==> src/rtl/conn_admit_fsm.sv <==
// conn_admit_fsm: connection-admission controller. Tracks active sessions
// against a ceiling with hysteresis re-opening, swap handling, an admin lock,
// error flagging and a saturating refusal counter. All outputs are registered.
module conn_admit_fsm #(
    parameter int MAX_CONN   = 3,
    parameter int RESUME_LVL = MAX_CONN - 1,
    parameter int CNT_W      = $clog2(MAX_CONN + 1),
    parameter int DROP_W     = 8
) (
    input  logic              clk,
    input  logic              rst,
    input  logic [1:0]        in,
    input  logic              lock,
    output logic              grant,
    output logic              deny,
    output logic              err,
    output logic              out,
    output logic [CNT_W-1:0]  count,
    output logic [DROP_W-1:0] drop_cnt
);

    typedef enum logic [1:0] {IDLE, OPEN, FULL, HOLD} state_t;

    localparam logic [CNT_W-1:0] MAX_C = CNT_W'(MAX_CONN);
    localparam logic [CNT_W-1:0] RES_C = CNT_W'(RESUME_LVL);

    state_t            state;
    state_t            n_state;
    logic [CNT_W-1:0]  n_cnt;
    logic              n_grant, n_deny, n_err, refuse, admit;

    // Decode the request against the current count/state/lock into the post-update count and pulses.
    always_comb begin
        n_cnt   = count;
        n_grant = 1'b0;
        n_deny  = 1'b0;
        n_err   = 1'b0;
        refuse  = 1'b0;
        // Only IDLE/OPEN admit new sessions; HOLD keeps refusing until drained to RESUME_LVL.
        admit   = ((state == IDLE) || (state == OPEN)) && !lock;
        case (in)
            2'b01: begin
                if (admit) begin
                    n_cnt   = count + CNT_W'(1);
                    n_grant = 1'b1;
                end else begin
                    n_deny = 1'b1;
                    refuse = 1'b1;
                end
            end
            2'b10: begin
                if (count != '0) n_cnt = count - CNT_W'(1);
                else             n_err = 1'b1;
            end
            2'b11: begin
                if (count == '0) begin
                    // Nobody to leave: flag it, then judge the join half as a plain connect.
                    n_err = 1'b1;
                    if (admit) begin
                        n_cnt   = count + CNT_W'(1);
                        n_grant = 1'b1;
                    end else begin
                        n_deny = 1'b1;
                        refuse = 1'b1;
                    end
                end else if (!lock) begin
                    // One out, one in: count unchanged, so even FULL/HOLD can grant.
                    n_grant = 1'b1;
                end else begin
                    n_cnt  = count - CNT_W'(1);
                    n_deny = 1'b1;
                    refuse = 1'b1;
                end
            end
            default: ;
        endcase
    end

    // Next-state selection from the post-update count, with hysteresis out of FULL/HOLD.
    always_comb begin
        if (n_cnt == '0)
            n_state = IDLE;
        else if (n_cnt == MAX_C)
            n_state = FULL;
        else if ((state == FULL) || (state == HOLD))
            n_state = (n_cnt <= RES_C) ? OPEN : HOLD;
        else
            n_state = OPEN;
    end

    // Register state, count, pulses, blocked flag and saturating refusal counter.
    always_ff @(posedge clk) begin
        if (rst) begin
            state    <= IDLE;
            count    <= '0;
            drop_cnt <= '0;
            grant    <= 1'b0;
            deny     <= 1'b0;
            err      <= 1'b0;
            out      <= 1'b0;
        end else begin
            state <= n_state;
            count <= n_cnt;
            grant <= n_grant;
            deny  <= n_deny;
            err   <= n_err;
            out   <= (n_state == FULL) || (n_state == HOLD) || lock;
            if (refuse && (drop_cnt != '1))
                drop_cnt <= drop_cnt + DROP_W'(1);
        end
    end

endmodule

==> config.mk <==
export PLATFORM = sky130hd
export DESIGN_NAME = conn_admit_fsm
export DESIGN_NICKNAME = d
export VERILOG_FILES = /design/src/rtl/conn_admit_fsm.sv
export SDC_FILE = /design/constraint.sdc
export NUM_CORES = 1
export LEC_CHECK = 0
export CAP_MARGIN = 15
export CORE_MARGIN = 2
export CORE_UTILIZATION = 52
export DETAILED_ROUTE_END_ITERATION = 8
export PLACE_DENSITY = 0.82
export SLEW_MARGIN = 0
export SYNTH_ARGS = -nofsm -noshare
export SYNTH_HDL_FRONTEND = slang
export SYNTH_SLANG_ARGS = --single-unit
==> constraint.sdc <==
create_clock -name clk -period 3.3 [get_ports clk]
set_clock_uncertainty 0.1 [all_clocks]
set_input_delay 0.33 -clock clk [delete_from_list [all_inputs] [get_ports clk]]
set_output_delay 0.33 -clock clk [all_outputs]
set_load 0.01 [all_outputs]
==> impl_metrics.ini <==
[outcome]
status = finished clean

[die]
dieHeight_um = 44.5
ioPinCount = 19
core.rowCount = 14
die-width_um = 44.5
initial_utilization = 0.560
core_area_um2 = 1520
die_area_um2 = 1980

[grt]
antenna_found_initial = 0
gr-total-overflow = 0
track_usage = 0.186
grt_max_degree = 16
grt_pass1_wl_um = 2760
grt_pass1_vias = 635

[yosys]
yosys.area.top_type = dfxtp_1
yosysSeqAreaShare = 0.352
async_flop_share = 0
netlist_top_cells_area = dfxtp_1 (35%), ha_1 (7.3%), buf_6 (4.0%)
postSynthCellCount = 97
yosysMostFrequentCell = dfxtp_1
synth_area_um2 = 853
syn_nets = 107
ys_types = 37
synth_edf_count = 0
netlist_top_cells_count = dfxtp_1 (15), nand2_1 (7), nor3_1 (6)
yosysTopAreaCellShare = 0.352
ys.flop_type = dfxtp_1
ys_seq_elements = 15
syn_avg_cell_area_um2 = 8.80
ys_warn_count = 0

[sta]
fin_setup_tns_ns = 0
hold_violations = 0
min_period_ns = 2.11
min_period_over_period = 0.640
setup_viol = 0
maxSlewHeadroom = 0.654
worst_pin_slew_ns = 0.518
max_freq_ghz = 0.474
slew_viol_final = 0
rsz0062_at_grt = false

[cells_and_area]
final_cells = 131
num-fill-cells = 123
utilization = 0.684
final_cell_area_um2 = 1040
syn_to_final_growth_pct = 22.1
fin_nets = 126
drive_gt1_frac = 0.0957
multi_input_area_um2 = 495
ff_latch_area_um2 = 300
diodes = 0

[clock_tree]
root_buffer = clkbuf_4
post_cts_buffers = 0
clk_path_buf_depth = 2
cts_inserted_buffers = 3
cts_tree = done
cts-resized-gates = 0
h-tree-depth = 1
clock_latency_ns = 0.28
clk_pin_slew_ns = 0.09
cts_sinks = 15
cts_hold_buf = 0

[placed_design]
port_buffers = 18
dp.final_hpwl_um = 1240
place_inst = 127
gp_congestion = 0.896
placed_cell_area_um2 = 1010

[setup_path]
r2r-end = out
worstSetupStartpointType = register
path_cells = inv_1, ha_1, and3b_1, a211oi_1, or3_1, ha_1, nor2_1, nor2_1
crit_family = simple AND/OR/NAND/NOR gates
rrSetupSlack_ns = 1.19
worstReg2RegStart = count[0]
end_kind = register
crit_arrival_ns = 2.16
crit_path_max_fanout = 7
crit_path_start = count[0]
crit_path_end = out
r2r_cells = 8
max_stage_delay_ns = 0.46
cp_num_cells = 8
slowest_stage = dfxtp_1
crit_type = reg -> reg
cp.required_ns = 3.35
cp_num_buf_inv = 1

[drt]
firstDrtPassIters = 4
drc = 0
vias = 782
drt-vias-per-instance = 5.97
drt-initial-drc-count = 37
antenna_left = 0
wirelength_um = 1680
wl_per_cell_um = 12.8

[power_and_ir_drop]
vdd_ir_drop_max_v = 0.000262
p_total_uw = 375
leakagePower_uw = 0.000391
power_density_nw_per_um2 = 360

[run]
maxCapViolCount = 0

[worst_hold_path]
hold_class = reg -> reg
==> worst min-delay path by stage <==
stage / endpoint / cells after the start / startpoint
after floorplan: count[0] / 1 / rst
after global placement: drop_cnt[3] / 2 / drop_cnt[3]
after detailed placement: drop_cnt[1] / 2 / drop_cnt[1]
after CTS: drop_cnt[1] / 2 / drop_cnt[1]
after global routing: drop_cnt[1] / 2 / drop_cnt[1]
final: drop_cnt[1] / 2 / drop_cnt[1]
==> logic make-up (layout without fill, tap and decap cells) <==
kind of cell | after synthesis | count (layout) | share of synthesized area
adders and majority gates | 5 | 5 | 0.0733
DFF | 15 | 15 | 0.352
AOI/OAI and AO/OA | 25 | 25 | 0.213
buffers and inverters | 9 | 27 | 0.0674
and+or+nand+nor | 43 | 43 | 0.295
==> cells in the final DEF, fill, tap and decap left out, types with 2 or more instances in the layout <==
cell / instances
nor2b_1: 3
inv_1: 5
clkbuf_4: 3
ha_1: 5
o21ai_0: 3
dfxtp_1: 15
nor2_1: 5
nand3_1: 4
and3_1: 2
a311oi_1: 2
a211oi_1: 2
clkdlybuf4s50_1: 18
nand2_1: 7
nand3b_1: 2
o31ai_1: 2
nor4_1: 2
a31oi_1: 4
and4_1: 2
nor3_1: 6
a21oi_1: 5
==> through the flow <==
stage	hold slack, ns	worst slack [ns]
2_1_floorplan	0.302	1.34
3_3_place_gp	0.408	1.02
3_5_place_dp	0.424	1.02
4_1_cts	0.437	1.17
5_1_grt	0.463	0.984
6_report	0.433	1.19
==> sequential cells by signal, indices dropped and copies added (netlist names) <==
register	cells
drop_cnt	8
grant	1
out	1
count	2
state	1
err	1
deny	1
==> worst reg2reg max path: cells and delay by family (launching register included) <==
family / cells / cell delay [ns]
flops: 1 / 0.46
fa+ha+maj: 2 / 0.51
simple gates: 4 / 0.76
buf+inv: 1 / 0.12
compound gates: 1 / 0.05
==> final cells by class <==
| class | instances | share of cell area |
|---|---|---|
| inverter | 5 | 0.0180 |
| sequential | 15 | 0.288 |
| clock inverter | 1 | 0.00480 |
| tap | 16 | 0.0192 |
| timing repair buffer | 18 | 0.173 |
| multi-input combinational | 73 | 0.475 |
| clock buffer | 3 | 0.0216 |
==> per-layer routing <==
metal,vias to the layer above,track usage,part of all wire
met2,23,0.296,0.44
met4,0,0.0364,0.0060
met3,2,0.0653,0.055
li1,399,-,-
met5,-,0,0
met1,358,0.244,0.49
==> power breakdown <==
group	leakage (uW)	switching (uW)	internal (uW)
clock network	0.0000177	56.5	44.9
registers	0.000122	8.29	189
logic	0.000251	38.1	38.5
total	0.000391	103	272
(Power assumes the default switching activity.)
